`src/rtl/mem_arb_pkg.sv`:
```
`default_nettype none
// ============================================================================
// Package  : mem_arb_pkg
// Purpose  : Shared widths and response-owner encoding for simple_mem_arbiter.
// Revision : 1.0 - initial release
// ============================================================================
package mem_arb_pkg;

   localparam int unsigned XLEN = 32;
   localparam int unsigned BE_W = 4;

   typedef enum logic [1:0] {
      OWN_NONE = 2'd0,
      OWN_IF   = 2'd1,
      OWN_LS   = 2'd2
   } owner_e;

endpackage
`default_nettype wire

```
`src/rtl/simple_mem_arbiter_if.sv`:
```
`default_nettype none
// ============================================================================
// Interface : simple_mem_arbiter_if
// Purpose   : Fetch, LSU and memory-side signals of simple_mem_arbiter.
// Revision  : 1.0 - initial release
// ============================================================================
interface simple_mem_arbiter_if;
   import mem_arb_pkg::*;

   logic            if_req_i;
   logic [XLEN-1:0] if_addr_i;
   logic            if_kill_i;
   logic            if_gnt_o;
   logic            if_rvalid_o;
   logic [XLEN-1:0] if_rdata_o;

   logic            ls_req_i;
   logic            ls_we_i;
   logic [BE_W-1:0] ls_be_i;
   logic [XLEN-1:0] ls_addr_i;
   logic [XLEN-1:0] ls_wdata_i;
   logic            ls_gnt_o;
   logic            ls_rvalid_o;
   logic [XLEN-1:0] ls_rdata_o;

   logic            mem_req_o;
   logic            mem_we_o;
   logic [BE_W-1:0] mem_be_o;
   logic [XLEN-1:0] mem_addr_o;
   logic [XLEN-1:0] mem_wdata_o;
   logic [XLEN-1:0] mem_rdata_i;

   // Arbiter view
   modport slave (
      input  if_req_i, if_addr_i, if_kill_i,
      output if_gnt_o, if_rvalid_o, if_rdata_o,
      input  ls_req_i, ls_we_i, ls_be_i, ls_addr_i, ls_wdata_i,
      output ls_gnt_o, ls_rvalid_o, ls_rdata_o,
      output mem_req_o, mem_we_o, mem_be_o, mem_addr_o, mem_wdata_o,
      input  mem_rdata_i
   );

   // Requesters plus memory model view
   modport master (
      output if_req_i, if_addr_i, if_kill_i,
      input  if_gnt_o, if_rvalid_o, if_rdata_o,
      output ls_req_i, ls_we_i, ls_be_i, ls_addr_i, ls_wdata_i,
      input  ls_gnt_o, ls_rvalid_o, ls_rdata_o,
      input  mem_req_o, mem_we_o, mem_be_o, mem_addr_o, mem_wdata_o,
      output mem_rdata_i
   );

endinterface
`default_nettype wire

```
`src/rtl/sat_counter.sv`:
```
`default_nettype none
// ============================================================================
// Module   : sat_counter
// Purpose  : Up-counter with enable and clear that holds at MAX.
// Revision : 1.0 - initial release
// ============================================================================
module sat_counter #(
   parameter int unsigned    W   = 8,
   parameter logic [W-1:0]   MAX = '1
) (
   input  logic         clk_i,
   input  logic         rstn_i,
   input  logic         inc_i,
   input  logic         clr_i,
   output logic [W-1:0] cnt_o
);

   logic [W-1:0] cnt_q;
   logic [W-1:0] cnt_d;

   always_comb begin
      cnt_d = cnt_q;
      if (clr_i) begin
         cnt_d = '0;
      end else if (inc_i && (cnt_q != MAX)) begin
         cnt_d = cnt_q + W'(1);
      end
   end

   always_ff @(posedge clk_i or negedge rstn_i) begin
      if (!rstn_i) begin
         cnt_q <= '0;
      end else begin
         cnt_q <= cnt_d;
      end
   end

   assign cnt_o = cnt_q;

endmodule
`default_nettype wire

```
`src/rtl/simple_mem_arbiter.sv`:
```
`default_nettype none
// ============================================================================
// Module   : simple_mem_arbiter
// Purpose  : Shares one single-port memory between fetch and LSU with LSU
//            priority, fetch anti-starvation and 1-cycle response steering.
// Options  : SIMPLE_MEM_ARB_PERF_EN adds saturating performance counters.
// Revision : 1.0 - initial release
// ============================================================================
module simple_mem_arbiter
   import mem_arb_pkg::*;
#(
   parameter int unsigned STARVE_MAX = 4,
   parameter int unsigned PERF_W     = 32
) (
   input  logic                  clk_i,
   input  logic                  rstn_i,
`ifdef SIMPLE_MEM_ARB_PERF_EN
   output logic [PERF_W-1:0]     perf_conflict_o,
   output logic [PERF_W-1:0]     perf_if_gnt_o,
   output logic [PERF_W-1:0]     perf_ls_gnt_o,
`endif
   simple_mem_arbiter_if.slave   bus
);

   localparam int unsigned c_STARVE_W = (STARVE_MAX < 2) ? 1 : $clog2(STARVE_MAX + 1);
   localparam logic [c_STARVE_W-1:0] c_STARVE_MAX = c_STARVE_W'(STARVE_MAX);

   if (STARVE_MAX == 0) begin : g_bad_starve_max
      $error("simple_mem_arbiter: STARVE_MAX must be >= 1");
   end

   logic [c_STARVE_W-1:0] starve_cnt;
   logic                  w_if_win;
   logic                  w_if_gnt;
   logic                  w_ls_gnt;
   logic                  w_if_rvalid;
   logic                  w_ls_rvalid;

   owner_e owner_q, owner_d;
   logic   ls_rd_q, ls_rd_d;
   logic   kill_q,  kill_d;

   // Grants are gated by reset so nothing leaks out while rstn_i is low
   always_comb begin
      w_if_win = ~bus.ls_req_i | (starve_cnt == c_STARVE_MAX);
      w_if_gnt = rstn_i & bus.if_req_i & w_if_win;
      w_ls_gnt = rstn_i & bus.ls_req_i & ~w_if_gnt;
   end

   always_comb begin
      bus.mem_we_o    = 1'b0;
      bus.mem_be_o    = '0;
      bus.mem_addr_o  = '0;
      bus.mem_wdata_o = '0;
      if (w_if_gnt) begin
         bus.mem_be_o   = '1;
         bus.mem_addr_o = bus.if_addr_i;
      end else if (w_ls_gnt) begin
         bus.mem_we_o    = bus.ls_we_i;
         bus.mem_be_o    = bus.ls_be_i;
         bus.mem_addr_o  = bus.ls_addr_i;
         bus.mem_wdata_o = bus.ls_wdata_i;
      end
   end

   assign bus.mem_req_o = w_if_gnt | w_ls_gnt;
   assign bus.if_gnt_o  = w_if_gnt;
   assign bus.ls_gnt_o  = w_ls_gnt;

   sat_counter #(
      .W   (c_STARVE_W),
      .MAX (c_STARVE_MAX)
   ) u_starve_cnt (
      .clk_i  (clk_i),
      .rstn_i (rstn_i),
      .inc_i  (bus.if_req_i & ~w_if_gnt),
      .clr_i  (~bus.if_req_i | w_if_gnt),
      .cnt_o  (starve_cnt)
   );

   // Kill is captured every cycle: a kill in the grant cycle drops the response
   always_comb begin
      owner_d = OWN_NONE;
      ls_rd_d = 1'b0;
      kill_d  = bus.if_kill_i;
      if (w_if_gnt) begin
         owner_d = OWN_IF;
      end else if (w_ls_gnt) begin
         owner_d = OWN_LS;
         ls_rd_d = ~bus.ls_we_i;
      end
   end

   always_ff @(posedge clk_i or negedge rstn_i) begin
      if (!rstn_i) begin
         owner_q <= OWN_NONE;
         ls_rd_q <= 1'b0;
         kill_q  <= 1'b0;
      end else begin
         owner_q <= owner_d;
         ls_rd_q <= ls_rd_d;
         kill_q  <= kill_d;
      end
   end

   always_comb begin
      w_if_rvalid = (owner_q == OWN_IF) & ~kill_q & ~bus.if_kill_i;
      w_ls_rvalid = (owner_q == OWN_LS);
   end

   assign bus.if_rvalid_o = w_if_rvalid;
   assign bus.if_rdata_o  = w_if_rvalid ? bus.mem_rdata_i : '0;
   assign bus.ls_rvalid_o = w_ls_rvalid;
   assign bus.ls_rdata_o  = (w_ls_rvalid && ls_rd_q) ? bus.mem_rdata_i : '0;

`ifdef SIMPLE_MEM_ARB_PERF_EN
   sat_counter #(.W(PERF_W)) u_perf_conflict (
      .clk_i  (clk_i),
      .rstn_i (rstn_i),
      .inc_i  (bus.if_req_i & bus.ls_req_i),
      .clr_i  (1'b0),
      .cnt_o  (perf_conflict_o)
   );

   sat_counter #(.W(PERF_W)) u_perf_if_gnt (
      .clk_i  (clk_i),
      .rstn_i (rstn_i),
      .inc_i  (w_if_gnt),
      .clr_i  (1'b0),
      .cnt_o  (perf_if_gnt_o)
   );

   sat_counter #(.W(PERF_W)) u_perf_ls_gnt (
      .clk_i  (clk_i),
      .rstn_i (rstn_i),
      .inc_i  (w_ls_gnt),
      .clr_i  (1'b0),
      .cnt_o  (perf_ls_gnt_o)
   );
`else
   if (PERF_W == 0) begin : g_bad_perf_w
      $error("simple_mem_arbiter: PERF_W must be >= 1");
   end
`endif

endmodule
`default_nettype wire

```
`src/flat_wrapper.sv`:
```
// flat-port wrapper written by rule: the top's interface ports become plain ports
module simple_mem_arbiter_flat import mem_arb_pkg::*;
#(
   parameter int unsigned STARVE_MAX = 4,
   parameter int unsigned PERF_W     = 32
)
  (clk_i, rstn_i, bus_if_req_i, bus_if_addr_i, bus_if_kill_i, bus_if_gnt_o, bus_if_rvalid_o, bus_if_rdata_o, bus_ls_req_i, bus_ls_we_i, bus_ls_be_i, bus_ls_addr_i, bus_ls_wdata_i, bus_ls_gnt_o, bus_ls_rvalid_o, bus_ls_rdata_o, bus_mem_req_o, bus_mem_we_o, bus_mem_be_o, bus_mem_addr_o, bus_mem_wdata_o, bus_mem_rdata_i);
  simple_mem_arbiter_if bus_i ();
  input  logic clk_i;
  input  logic rstn_i;
  input wire logic [$bits(bus_i.if_req_i)-1:0] bus_if_req_i;
  input wire logic [$bits(bus_i.if_addr_i)-1:0] bus_if_addr_i;
  input wire logic [$bits(bus_i.if_kill_i)-1:0] bus_if_kill_i;
  output wire logic [$bits(bus_i.if_gnt_o)-1:0] bus_if_gnt_o;
  output wire logic [$bits(bus_i.if_rvalid_o)-1:0] bus_if_rvalid_o;
  output wire logic [$bits(bus_i.if_rdata_o)-1:0] bus_if_rdata_o;
  input wire logic [$bits(bus_i.ls_req_i)-1:0] bus_ls_req_i;
  input wire logic [$bits(bus_i.ls_we_i)-1:0] bus_ls_we_i;
  input wire logic [$bits(bus_i.ls_be_i)-1:0] bus_ls_be_i;
  input wire logic [$bits(bus_i.ls_addr_i)-1:0] bus_ls_addr_i;
  input wire logic [$bits(bus_i.ls_wdata_i)-1:0] bus_ls_wdata_i;
  output wire logic [$bits(bus_i.ls_gnt_o)-1:0] bus_ls_gnt_o;
  output wire logic [$bits(bus_i.ls_rvalid_o)-1:0] bus_ls_rvalid_o;
  output wire logic [$bits(bus_i.ls_rdata_o)-1:0] bus_ls_rdata_o;
  output wire logic [$bits(bus_i.mem_req_o)-1:0] bus_mem_req_o;
  output wire logic [$bits(bus_i.mem_we_o)-1:0] bus_mem_we_o;
  output wire logic [$bits(bus_i.mem_be_o)-1:0] bus_mem_be_o;
  output wire logic [$bits(bus_i.mem_addr_o)-1:0] bus_mem_addr_o;
  output wire logic [$bits(bus_i.mem_wdata_o)-1:0] bus_mem_wdata_o;
  input wire logic [$bits(bus_i.mem_rdata_i)-1:0] bus_mem_rdata_i;
  assign bus_i.if_req_i = bus_if_req_i;
  assign bus_i.if_addr_i = bus_if_addr_i;
  assign bus_i.if_kill_i = bus_if_kill_i;
  assign bus_if_gnt_o = bus_i.if_gnt_o;
  assign bus_if_rvalid_o = bus_i.if_rvalid_o;
  assign bus_if_rdata_o = bus_i.if_rdata_o;
  assign bus_i.ls_req_i = bus_ls_req_i;
  assign bus_i.ls_we_i = bus_ls_we_i;
  assign bus_i.ls_be_i = bus_ls_be_i;
  assign bus_i.ls_addr_i = bus_ls_addr_i;
  assign bus_i.ls_wdata_i = bus_ls_wdata_i;
  assign bus_ls_gnt_o = bus_i.ls_gnt_o;
  assign bus_ls_rvalid_o = bus_i.ls_rvalid_o;
  assign bus_ls_rdata_o = bus_i.ls_rdata_o;
  assign bus_mem_req_o = bus_i.mem_req_o;
  assign bus_mem_we_o = bus_i.mem_we_o;
  assign bus_mem_be_o = bus_i.mem_be_o;
  assign bus_mem_addr_o = bus_i.mem_addr_o;
  assign bus_mem_wdata_o = bus_i.mem_wdata_o;
  assign bus_i.mem_rdata_i = bus_mem_rdata_i;
  simple_mem_arbiter #(.STARVE_MAX(STARVE_MAX), .PERF_W(PERF_W)) u_core (.clk_i(clk_i), .rstn_i(rstn_i), .bus(bus_i));
endmodule
```
`config.mk`:
```
export PLATFORM = sky130hd
export DESIGN_NAME = simple_mem_arbiter_flat
export DESIGN_NICKNAME = d
export VERILOG_FILES = /design/src/rtl/mem_arb_pkg.sv /design/src/rtl/simple_mem_arbiter_if.sv /design/src/rtl/sat_counter.sv /design/src/rtl/simple_mem_arbiter.sv /design/src/flat_wrapper.sv
export SDC_FILE = /design/constraint.sdc
export NUM_CORES = 1
export LEC_CHECK = 0
export CORE_AREA = 10 10 98 100
export CTS_CLUSTER_SIZE = 30
export DETAILED_ROUTE_END_ITERATION = 8
export DIE_AREA = 0 0 108 110
export MAX_ROUTING_LAYER = met4
export PLACE_DENSITY = 0.78
export SLEW_MARGIN = 20
export SYNTH_ARGS = -nofsm -noshare
export SYNTH_HDL_FRONTEND = slang
export SYNTH_SLANG_ARGS = --single-unit
```
`constraint.sdc`:
```
create_clock -name clk_i -period 2.3 [get_ports clk_i]
set_input_delay 0.575 -clock clk_i [delete_from_list [all_inputs] [get_ports clk_i]]
set_output_delay 0.575 -clock clk_i [all_outputs]
set_load 0.03 [all_outputs]
```
# [After elaboration in Yosys (flattened, before gate mapping)]
# Index checks and enable logic that the tools add are counted.
[totals] register_bits=7 in_bits=138 output_inout_bits=138
[classes] eq_ne=4 bitwise_logic=16 add_sub_neg=1 n_mux=16 n_reduce_logical=3
[op_table] operator="two-way mux 32 bit" count=6
[op_table] operator="two-way mux 4 bit" count=2
[op_table] operator="AND 1 bit" count=7
[op_table] operator="two-way mux 3 bit" count=2
[op_table] operator="NOT 1 bit" count=6
[op_table] operator="two-way mux 1 bit" count=4
[op_table] operator="two-way mux 2 bit" count=2
[op_table] operator="adder 3 x 1 -> 3 bit, second input constant" count=1
[op_table] operator="equality test 3 bit, second input constant" count=1
[op_table] operator="!= test 3 bit, second input constant" count=1
[op_table] operator="bitwise OR 1 bit" count=3
[op_table] operator="equality test 2 x 1 -> 1 bit, second input constant" count=1
[op_table] operator="equality test 2 bit, second input constant" count=1
[op_table] operator="logical AND 1 bit" count=2
[op_table] operator="nonzero test 2 bit" count=1

# [Longest topological paths before layout]
# Gate-level depths: netlist (run 1).
[depth] word_depth=8 depth_mapped=6

# [Modules after synthesis]
# Synthesis (run 1) repeated with hierarchy kept, for this count alone.
[unflattened] cells_unflattened=185 hier_area_um2=1421.4
[by_module_without_submodules] mod="simple_mem_arbiter" seq_area_each_um2=100.1 area_per_inst_um2=1222.4 n_inst=1 cells_per_inst=168
[by_module_without_submodules] mod="sat_counter" seq_area_each_um2=75.1 area_per_inst_um2=198.9 n_inst=1 cells_per_inst=17

# [Worst setup path after synthesis (run 1)]
# No wires, ideal clock.
[synth_timing] path_kind="input to output" start="input bus_ls_req_i" end="output bus_mem_wdata_o[22]" cell_stages=5 t_required_ps=1725 path_slack_ps=123 n_path_buf=2 arrival_time_ps=1602 path_cell_list="buf_4 > nand2_1 > a31oi_2 > buf_2 > and2_1"
[synth_via] elab_chain_cells=7 elab_cells_between_ends=8 cone_classes="2 x mux; 6 x bitwise"
[synth_lines] item="from (decl)" line="flat_wrapper.sv:17" source="input wire logic [$bits(bus_i.ls_req_i)-1:0] bus_ls_req_i;"
[synth_lines] item="NOT 1 bit" line="simple_mem_arbiter.sv:45" source="w_if_win = ~bus.ls_req_i | (starve_cnt == c_STARVE_MAX);"
[synth_lines] item="bitwise OR 1 bit" line="simple_mem_arbiter.sv:45"
[synth_lines] item="AND 1 bit" line="simple_mem_arbiter.sv:46" source="w_if_gnt = rstn_i & bus.if_req_i & w_if_win;"
[synth_lines] item="NOT 1 bit" line="simple_mem_arbiter.sv:47" source="w_ls_gnt = rstn_i & bus.ls_req_i & ~w_if_gnt;"
[synth_lines] item="AND 1 bit *" line="simple_mem_arbiter.sv:47"
[synth_lines] item="named net bus_ls_gnt_o" line="flat_wrapper.sv:22" source="output wire logic [$bits(bus_i.ls_gnt_o)-1:0] bus_ls_gnt_o;"
[synth_lines] item="two-way mux 32 bit *" line="simple_mem_arbiter.sv:58" source="end else if (w_ls_gnt) begin"
[synth_lines] item="two-way mux 32 bit *" line="simple_mem_arbiter.sv:55" source="if (w_if_gnt) begin"
[synth_lines] item="to (decl)" line="flat_wrapper.sv:29" source="output wire logic [$bits(bus_i.mem_wdata_o)-1:0] bus_mem_wdata_o;"
# The timed path passes the listed nets; every way through them passes the cells marked *.

# [Final worst setup path (run 1)]
[layout_timing] start="register u_core.u_starve_cnt.cnt_q[0] (netlist: u_core.u_starve_cnt.cnt_o[0])" end="output bus_mem_addr_o[7]"
[layout_via] elab_chain_cells=7
[layout_lines] item="from (decl)" line="sat_counter.sv:18" source="logic [W-1:0] cnt_q;"
[layout_lines] item="from (signal assigned)" line="sat_counter.sv:34" source="cnt_q <= cnt_d;"
[layout_lines] item="equality test 3 bit *" line="simple_mem_arbiter.sv:45"
[layout_lines] item="bitwise OR 1 bit *" line="simple_mem_arbiter.sv:45"
[layout_lines] item="AND 1 bit *" line="simple_mem_arbiter.sv:46"
[layout_lines] item="NOT 1 bit" line="simple_mem_arbiter.sv:47"
[layout_lines] item="AND 1 bit" line="simple_mem_arbiter.sv:47"
[layout_lines] item="two-way mux 32 bit" line="simple_mem_arbiter.sv:58"
[layout_lines] item="two-way mux 32 bit *" line="simple_mem_arbiter.sv:55"
[layout_lines] item="to (decl)" line="flat_wrapper.sv:28" source="output wire logic [$bits(bus_i.mem_addr_o)-1:0] bus_mem_addr_o;"
# Every way passes the cells marked *; elsewhere a longest branch is shown, timed or not.

==> impl_metrics.csv, run 1 <==
group,metric,value,unit
status,outcome,"finished clean",
place,place.detailed.instances,553,
critical_path,critPathSlowestCell,"dfrtp_1",
place,place.port_buffers,275,
grt,grt_overflow,0,
yosys,ys_warn_count,0,
drt,drt_iter0_drc,59,
pwr,p_leak,2.27,nW
critical_path,cpMostUsedCell,"buf_6",
grt,met2_usage,32.7,%
cts,clk_path_buf_depth,2,
finish,area_delta_synth_final,223,%
critical_path,cp-start-kind,"register",
cts,clk_latency,0.22,ns
drt,viasPerCell,4.40,
timing,grt_setup_unrepaired,"yes",
timing,fin_crit_sh,99.1,%
die,die_y,110,um
die,die_w,108,um
critical_path,crit_required,1.73,ns
cts,htree_num_levels,1,
die,num_rows,32,
place,place_hpwl,9480,um
cts,cts_sinks,7,
pwr,sequentialPowerShare,12.6,%
yosys,postSynthAreaPerCell,7.61,sq um
die,coreArea,7650,sq um
place,place_area,4030,sq um
finish,fin_cells,576,
timing,slew_headroom,82.7,%
drt,drtPass1Iterations,4,
pwr,clock_power_share,15.7,%
drt,wl_per_cell,20.2,um
critical_path,crit_path_max_fanout,7,
grt,grt_pass1_vias,2744,
critical_path,critical_path_class,"reg2out",
critical_path,rr_startpoint,"u_core.u_starve_cnt.cnt_o[0]",
timing,hold_ws,0.292,ns
finish,finalNetCount,615,
cts,cts_hold_buf,0,
grt,grt_max_degree,34,
yosys,syn-num-nets,326,
critical_path,crit_chain,"inv_2 -> ha_4 -> nand2_4 -> a21oi_4 -> buf_6 -> clkbuf_16 -> a22o_1 -> buf_6",
grt,grt_use_met1,15.3,%
drt,postRouteAntennaNets,0,
timing,drv_slew,0,
critical_path,regToRegEndpoint,"u_core.u_starve_cnt.cnt_o[1]",
yosys,synth.cell_area,1420,sq um
yosys,ys_seq_area_share,12.4,%
place,routabilityCongestion,0.834,
critical_path,worst_r2r_path_depth,6,
timing,finClkSkew,0.00315,ns
finish,drive_gt1_share,41.6,%
timing,final-setup-viol-count,0,
pwr,pwr-share-comb,71.7,%
timing,period_needed,2.28,ns
critical_path,crit_arrival,1.70,ns
pwr,swShare,36.5,%
critical_path,reg2reg_slack,0.89,ns
die,start_util,18.5,%
timing,tightest_slew,0.259,ns
cts,numCtsBuffers,3,
finish,num_antenna_cells,0,
grt,use_met3,7.95,%
pwr,p_int,688,uW
yosys,synthCells,186,
timing,hold_viol_final,0,
grt,track_usage,17.2,%
min_path,hp-class,"in2async",
drt,vias,2536,
critical_path,critical-path-max-stage-delay,0.38,ns
cts,cts_tree,"yes",
cts,clk_pin_slew,0.04,ns
pwr,power_switching,395,uW
grt,grt_pass1_wl,15500,um
finish,post-route-cell-area,4580,sq um
pwr,power_density,237,nW/um^2
timing,fmax,439,MHz
grt,busiest_layer,"met2",
drt,route.detailed.drc,0,
cts,clockRootBuffer,"clkbuf_8",
pwr,power.total,1.08,mW
drt,routed_wirelength,11700,um
die,die_area,11900,sq um
timing,finalSetupTns,0,ns
die,boundaryPins,276,
yosys,synth-seq-cells,7,
grt,antenna_found_initial,0,
run,cap_violations,0,
yosys,ys_types,28,
pwr,peakVddDrop,0.139,mV
critical_path,worstSetupEndpointType,"output pin",
==> metrics by stage <==
stage	setup WS, ns	utilization (%)
6_report	0.0206	59.8
5_1_grt	-0.0625	59.8
4_1_cts	-0.0351	56.5
3_5_place_dp	-0.255	52.7
3_3_place_gp	-0.238	52.7
2_1_floorplan	0.123	-
==> worst max-delay path, delay by kind of cell (launching register included) <==
| kind | cells | cell delay (ns) |
|---|---|---|
| simple gates | 1 | 0.07 |
| compound gates | 2 | 0.34 |
| buf+inv | 4 | 0.52 |
| flops | 1 | 0.38 |
| fa+ha+maj | 1 | 0.17 |
==> sequential cells by signal, indices dropped and copies added, names as in the netlist <==
name	flops
u_core.u_starve_cnt.cnt_o	3
u_core.owner_q	2
u_core.kill_q	1
u_core.ls_rd_q	1
==> worst max-delay path by stage <==
stage | start | endpoint | slack, ns
floorplan | bus_ls_req_i | bus_mem_wdata_o[22] | 0.12
global placement | rstn_i | bus_mem_addr_o[1] | -0.24
global route | u_core.u_starve_cnt.cnt_o[0] | bus_mem_addr_o[4] | -0.06
finish | u_core.u_starve_cnt.cnt_o[0] | bus_mem_addr_o[7] | 0.02
CTS | u_core.u_starve_cnt.cnt_o[0] | bus_mem_addr_o[13] | -0.04
detailed placement | rstn_i | bus_mem_addr_o[1] | -0.26
==> timing repair <==
item,4_1_cts,5_1_grt
setup buffers,7,6
setup endpoints to repair,104,96
pin swaps,5,14
gates resized for setup,27,56
gates cloned,4,3
==> power groups by stage <==
stage                     clock network (mW)  logic, mW  registers, mW
after floorplan                            0      0.287          0.135
after global placement                     0      0.689          0.137
after detailed placement                   0      0.697          0.138
after CTS                              0.175      0.743          0.137
after global routing                   0.189      0.816          0.138
final                                  0.170      0.776          0.137
==> layout by cell type (no fill, tap or decap), types with 2 or more instances in the layout <==
| cell type | n |
|---|---|
| a31o_2 | 4 |
| a22o_1 | 29 |
| clkbuf_8 | 3 |
| and3_1 | 32 |
| a22o_4 | 3 |
| and2_4 | 9 |
| clkbuf_16 | 4 |
| dfrtp_1 | 7 |
| clkbuf_2 | 2 |
| clkdlybuf4s15_1 | 2 |
| buf_6 | 53 |
| buf_16 | 2 |
| buf_4 | 101 |
| nor2_1 | 2 |
| or3_1 | 2 |
| inv_2 | 2 |
| and2_1 | 56 |
| clkdlybuf4s50_1 | 133 |
| buf_12 | 8 |
==> layer usage <==
| layer | wire, um | vias up |
|---|---|---|
| li1 | - | 1241 |
| met1 | 3950 | 1123 |
| met2 | 6230 | 168 |
| met3 | 1400 | 4 |
| met4 | 80 | 0 |
| met5 | 0 | - |
==> area by class of cell <==
| class | count | area (sq um) |
|---|---|---|
| Fill cell | 654 | 3070 |
| Timing Repair Buffer | 305 | 3030 |
| Tap cell | 102 | 128 |
| Sequential cell | 7 | 175 |
| Inverter | 3 | 11.3 |
| Multi-Input combinational cell | 155 | 1180 |
| Clock buffer | 4 | 45.0 |
==> cells in the mapped netlist <==
library cell | n | area share, %
buf_2 | 2 | 0.71
clkbuf_1 | 10 | 2.7
a21boi_0 | 1 | 0.53
nand3_1 | 1 | 0.35
a21boi_1 | 1 | 0.53
nor2_1 | 2 | 0.53
a21oi_4 | 1 | 1.1
o211ai_1 | 1 | 0.53
o2111a_1 | 1 | 0.80
buf_6 | 4 | 3.2
nand2_2 | 1 | 0.44
nor2b_1 | 1 | 0.44
nand2b_1 | 1 | 0.44
o21a_1 | 1 | 0.53
a31oi_2 | 1 | 0.88
a22o_1 | 32 | 20
inv_1 | 3 | 0.80
or3_1 | 2 | 0.88
nor4b_2 | 1 | 1.1
nand3b_1 | 1 | 0.53
ha_1 | 2 | 1.8
buf_4 | 5 | 2.7
dfrtp_1 | 7 | 12
and2b_1 | 1 | 0.53
and2_1 | 65 | 29
and3_1 | 32 | 14
nand2_1 | 2 | 0.53
a31o_2 | 4 | 2.5
==> cell families (layout without fill, tap and decap cells) <==
| kind of cell | after synthesis | count (layout) | synth area share, % |
|---|---|---|---|
| AND/OR/NAND/NOR | 110 | 110 | 48.6 |
| flip-flops | 7 | 7 | 12.4 |
| buffers and inverters | 24 | 312 | 9.99 |
| adder cells (fa/ha/maj) | 2 | 2 | 1.77 |
| AO/OA/AOI/OAI | 43 | 43 | 27.2 |
(Power assumes the default switching activity.)
==> run 2, diff against run 1 <==
--- a/config.mk
+++ b/config.mk
@@ -15,3 +15,4 @@
 export SYNTH_ARGS = -nofsm -noshare
 export SYNTH_HDL_FRONTEND = slang
 export SYNTH_SLANG_ARGS = --single-unit
+export TNS_END_PERCENT = 1
==> constraint.sdc (replaced) <==
create_clock -name clk_i -period 2.2 [get_ports clk_i]
set_input_delay 0.55 -clock clk_i [delete_from_list [all_inputs] [get_ports clk_i]]
set_output_delay 0.55 -clock clk_i [all_outputs]
set_load 0.03 [all_outputs]
==> run 2 against run 1 <==
The run now ends with setup timing left. First-iteration DRC count shrank 1.7%. Register-to-register slack lost 0.11 ns. Hold slack gained 0.054 ns. Clock skew grew 0.0021 ns. Critical path depth shrank 1. Final cell count shrank 1.2%. Clock power grew 11%. Critical path type unchanged. Largest cell class unchanged.
==> impl_metrics.csv, run 2 (synthesis results as in run 1) <==
group,metric,value,unit
status,outcome,"complete, but fails checks",
status,violations,"setup timing",
finish,area_delta_synth_final,223,%
drt,routed_wirelength,11600,um
die,num_rows,32,
place,place.detailed.instances,555,
grt,grt_overflow,0,
place,routabilityCongestion,0.841,
finish,largest_reg_flops,3,
place,place.port_buffers,275,
finish,layout_commonest_cell,"clkdlybuf4s50_1",
critical_path,crit_required,1.65,ns
critical_path,critical_path_buf_inv_count,3,
cts,clk_latency,0.23,ns
critical_path,critical_path_class,"reg2out",
critical_path,cpMostUsedCell,"buf_6",
timing,slew_headroom,80.8,%
cts,cts_tree,"yes",
finish,finish.utilization,59.7,%
timing,grt_setup_unrepaired,"yes",
timing,fmax,444,MHz
die,boundaryPins,276,
critical_path,cp-start-kind,"register",
die,die_w,108,um
critical_path,critical-path-max-stage-delay,0.38,ns
cts,numCtsBuffers,3,
pwr,swShare,36.9,%
grt,grt_pass1_wl,16000,um
drt,vias,2553,
critical_path,crit_chain,"inv_2 -> ha_4 -> nand2_4 -> a21oi_4 -> buf_6 -> a22o_1 -> buf_6",
cts,cts_sinks,7,
die,start_util,18.5,%
pwr,pwr-share-comb,71.2,%
cts,clk_path_buf_depth,2,
cts,clk_pin_slew,0.05,ns
timing,final-setup-viol-count,51,
timing,hold_viol_final,0,
pwr,p_int,726,uW
critical_path,crit_family,"buffers and inverters",
drt,wl_per_cell,20.4,um
pwr,peakVddDrop,0.132,mV
pwr,power_switching,425,uW
timing,fin_crit_sh,102,%
drt,viasPerCell,4.49,
timing,finClkSkew,0.00520,ns
drt,drtPass1Iterations,4,
pwr,clock_power_share,16.4,%
grt,grt_max_degree,34,
pwr,p_leak,2.25,nW
cts,clockRootBuffer,"clkbuf_8",
drt,drt_iter0_drc,58,
finish,layout_common_cells,"clkdlybuf4s50_1, buf_4, buf_6",
cts,htree_num_levels,1,
place,place_hpwl,9590,um
critical_path,worstSetupEndpointType,"output pin",
min_path,hp-class,"in2async",
timing,timing.final.ws_setup,-0.0508,ns
finish,fin_cells,569,
pwr,power_density,252,nW/um^2
finish,num_antenna_cells,0,
pwr,sequentialPowerShare,12.4,%
cts,cts_hold_buf,0,
timing,period_needed,2.25,ns
finish,drive_gt1_share,42.4,%
die,coreArea,7650,sq um
die,die_area,11900,sq um
critical_path,crit_arrival,1.70,ns
grt,antenna_found_initial,0,
timing,hold_ws,0.346,ns
timing,finalSetupTns,-1.55,ns
critical_path,crit_path_max_fanout,15,
timing,tightest_slew,0.286,ns
grt,track_usage,17.9,%
timing,drv_slew,0,
critical_path,critPathSlowestCell,"dfrtp_1",
drt,postRouteAntennaNets,0,
die,die_y,110,um
run,cap_violations,0,
finish,finalNetCount,608,
grt,grt_pass1_vias,2765,
place,dpl_worst_slack,-0.314,ns
drt,route.detailed.drc,0,
[run 2: power groups by stage]
stage	Clock, mW	Sequential (mW)	Combinational [mW]
CTS	0.193	0.143	0.809
floorplan	0	0.141	0.300
global route	0.199	0.143	0.862
detailed placement	0	0.144	0.731
finish	0.189	0.143	0.819
global placement	0	0.143	0.722
[run 2: worst paths after layout]
kind,slack (ns),endpoint,depth (start not counted),startpoint
worst min-delay path,0.35,u_core.owner_q[0],2,rstn_i
worst max register to register,0.78,u_core.ls_rd_q,7,u_core.u_starve_cnt.cnt_o[0]
max in group asynchronous,1.69,u_core.u_starve_cnt.cnt_o[1],2,rstn_i
min in group clk_i,0.47,u_core.kill_q,1,bus_if_kill_i
worst max-delay path,-0.05,bus_mem_addr_o[17],7,u_core.u_starve_cnt.cnt_o[0]
worst min register to register,0.58,u_core.u_starve_cnt.cnt_o[0],3,u_core.u_starve_cnt.cnt_o[0]
[run 2: repair_timing]
item                                   in CTS  in global routing
pin swaps                                   7                 13
setup buffers                               6                  1
cloned                                      5                  0
endpoints found under the hold margin       0                  0
gates resized for setup                    70                 35
setup endpoints to repair                 104                101
[run 2: metal layers]
metal,up-vias,part of all wire [%],track usage [%],wire length (um)
met4,0,1.7,4.20,193
li1,1230,-,-,-
met3,12,12,7.43,1410
met5,-,0,-,0
met1,1137,33,16.0,3820
met2,174,53,34.1,6180
[run 2: cell type report]
| cell class | count | area, sq um |
|---|---|---|
| Sequential cell | 7 | 175 |
| Timing Repair Buffer | 298 | 3020 |
| Clock buffer | 3 | 41.3 |
| Fill cell | 661 | 3080 |
| Tap cell | 102 | 128 |
| Inverter | 3 | 11.3 |
| Multi-Input combinational cell | 155 | 1180 |
| Clock inverter | 1 | 5.00 |
[run 2: per-stage QoR]
step           instance area, sq um  power, mW
2_1_floorplan                  1420      0.441
4_1_cts                        4500       1.14
6_report                       4570       1.15
3_3_place_gp                   4050      0.865
5_1_grt                        4570       1.20
3_5_place_dp                   4050      0.875
[run 2: worst reg2reg max path: stages (launching register included)]
cell and delay (ns):
dfrtp_1 0.38, inv_2 0.09, ha_4 0.17, a31oi_4 0.10
buf_12 0.16, buf_12 0.12, buf_16 0.14, and2b_1 0.15
==> run 3, diff against run 2 <==
--- a/config.mk
+++ b/config.mk
@@ -14,5 +14,6 @@
 export SLEW_MARGIN = 20
 export SYNTH_ARGS = -nofsm -noshare
 export SYNTH_HDL_FRONTEND = slang
+export SYNTH_HIERARCHICAL = 1
 export SYNTH_SLANG_ARGS = --single-unit
 export TNS_END_PERCENT = 1
==> run 3 against run 2 <==
The run still ends with setup timing left. Global-route usage up 1.7 points. Register-to-register slack worse by 0.48 ns. Largest cell class unchanged. Non-clock buffer count shrank 2. Design area grew 2.8%. Combinational power rose by 0.5%.
==> impl_metrics.csv, run 3 <==
group,metric,value,unit
status,outcome,"complete, but fails checks",
status,violations,"setup timing",
finish,finalNetCount,607,
finish,area_delta_synth_final,230,%
critical_path,critPathSlowestCell,"or3b_4",
drt,drtPass1Iterations,4,
yosys,netlist_top_cells_area,"and2_1, a22o_1, and3_1",
die,start_util,18.6,%
yosys,yosysMostFrequentCell,"and2_1",
finish,layout_commonest_cell,"clkdlybuf4s50_1",
timing,final-setup-viol-count,69,
timing,timing.final.ws_setup,-0.188,ns
yosys,syn-num-nets,325,
die,die_y,110,um
timing,fin_crit_sh,109,%
critical_path,crit_chain,"or3b_4 -> o211a_4 -> a22o_4 -> buf_6",
pwr,p_leak,2.28,nW
finish,drive_gt1_share,39.7,%
yosys,synthCells,185,
run,cap_violations,0,
cts,clk_pin_slew,0.04,ns
cts,htree_num_levels,1,
die,die_w,108,um
pwr,power_density,242,nW/um^2
critical_path,crit_required,1.65,ns
cts,cts_hold_buf,0,
drt,viasPerCell,4.53,
finish,n_fill_cell,620,
critical_path,crit_family,"compound AO/OA/AOI/OAI gates",
critical_path,worst_r2r_path_depth,7,
critical_path,cp-start-kind,"register",
cts,clk_path_buf_depth,2,
timing,slew_headroom,75.1,%
critical_path,regToRegEndpoint,"u_core/u_starve_cnt/cnt_o[0]",
yosys,yosys-top-cells-count,"and2_1, a22o_1, and3_1",
yosys,synth_ff_type,"dfrtp_1",
grt,grt_overflow,0,
cts,cts_sinks,7,
critical_path,rr_startpoint,"u_core/u_starve_cnt/cnt_o[0]",
grt,track_usage,19.5,%
critical_path,worstSetupStartpoint,"u_core/u_starve_cnt/cnt_o[0]",
place,place_area,4280,sq um
finish,multi_input_area,1200,sq um
critical_path,critical-path-max-stage-delay,0.44,ns
drt,postRouteAntennaNets,0,
place,routabilityCongestion,0.907,
yosys,synth.cell_area,1420,sq um
yosys,synth-edff-count,0,
yosys,ys_warn_count,6,
drt,route.detailed.drc,0,
yosys,ys_types,26,
critical_path,worstSetupEndpointType,"output pin",
timing,fmax,419,MHz
die,num_rows,32,
timing,finClkSkew,0.000134,ns
finish,largest_reg_flops,3,
timing,drv_slew,0,
yosys,ys_seq_area_share,12.3,%
finish,seqCellArea,175,sq um
critical_path,reg2reg_slack,0.30,ns
yosys,synth-seq-cells,7,
cts,clockRootBuffer,"clkbuf_8",
yosys,postSynthAreaPerCell,7.68,sq um
pwr,power.total,1.14,mW
grt,grt_pass1_vias,2838,
timing,hold_ws,0.581,ns
timing,period_needed,2.39,ns
drt,drt_iter0_drc,44,
drt,routed_wirelength,12300,um
yosys,async_flop_share,100,%
grt,antenna_found_initial,1,
place,place_hpwl,10200,um
timing,grt_setup_unrepaired,"yes",
pwr,peakVddDrop,0.124,mV
drt,vias,2575,
grt,grt_max_degree,35,
cts,cts_tree,"yes",
timing,tightest_slew,0.374,ns
min_path,hp-class,"in2async",
die,boundaryPins,276,
finish,post-route-cell-area,4690,sq um
cts,clk_latency,0.22,ns
place,place.port_buffers,275,
finish,layout_common_cells,"clkdlybuf4s50_1, buf_4, and2_1",
critical_path,critical_path_buf_inv_count,1,
die,coreArea,7650,sq um
yosys,synth_top_cell_by_area,"and2_1",
critical_path,critical_path_class,"reg2out",
die,die_area,11900,sq um
timing,finalSetupTns,-9.82,ns
yosys,yosysTopAreaCellShare,28.6,%
critical_path,path_depth,4,
grt,grt_pass1_wl,17200,um
timing,hold_viol_final,0,
cts,numCtsBuffers,3,
critical_path,crit_path_max_fanout,34,
drt,wl_per_cell,21.6,um
critical_path,crit_arrival,1.84,ns
-- run 3: cells by family (layout without fill, tap and decap cells) --
kind of cell               Yosys count  after routing  share of synthesized area (%)
and+or+nand+nor                    110            110                           48.9
AOI/OAI and AO/OA                   41             42                           26.2
buffers and inverters               23            303                           8.98
DFF                                  7              7                           12.3
adders and majority gates            2              2                           1.76
muxes                                2              2                           1.76
other                                0              1                              0
-- run 3: where the power goes --
group          total [mW]  switching [mW]  internal [mW]
Clock               0.175          0.0499          0.125
Sequential          0.140         0.00410          0.136
Combinational       0.823           0.358          0.465
-- run 3: final cells by class --
type	instances	area share [%]
tap	102	2.72
multi-input combinational	156	25.5
inverter	3	0.240
sequential	7	3.73
clock buffer	4	0.959
timing repair buffer	296	66.8
antenna	1	0.0533
-- run 3: worst max-delay path by stage --
stage	endpoint	slack [ns]
after CTS	bus_mem_addr_o[0]	-0.18
after floorplan	bus_mem_wdata_o[17]	-0.003
after global placement	bus_mem_addr_o[27]	-0.44
after global routing	bus_mem_addr_o[30]	-0.22
final	bus_mem_addr_o[27]	-0.19
after detailed placement	bus_mem_we_o	-0.49
-- run 3: per-layer routing --
metal  global-route usage (%)  wire length (um)  up-vias
met5                        -                 0        -
met4                     4.10               189        0
met3                     8.36              1510       12
met2                     38.4              6690      175
met1                     16.7              3890     1164
li1                         -                 -     1224
-- run 3: through the flow --
stage,setup WS [ns],cells,util (%)
floorplan,-0.00297,185,-
global placement,-0.441,558,56.0
detailed placement,-0.485,558,56.0
CTS,-0.178,568,60.8
global route,-0.223,569,61.4
finish,-0.188,569,61.4
-- run 3: repair_timing --
item,4_1_cts,5_1_grt
pin swaps,27,6
endpoints found under the setup margin,104,102
gates cloned,4,0
setup buffers,2,0
endpoints found under the hold margin,0,0
resized for setup,63,9
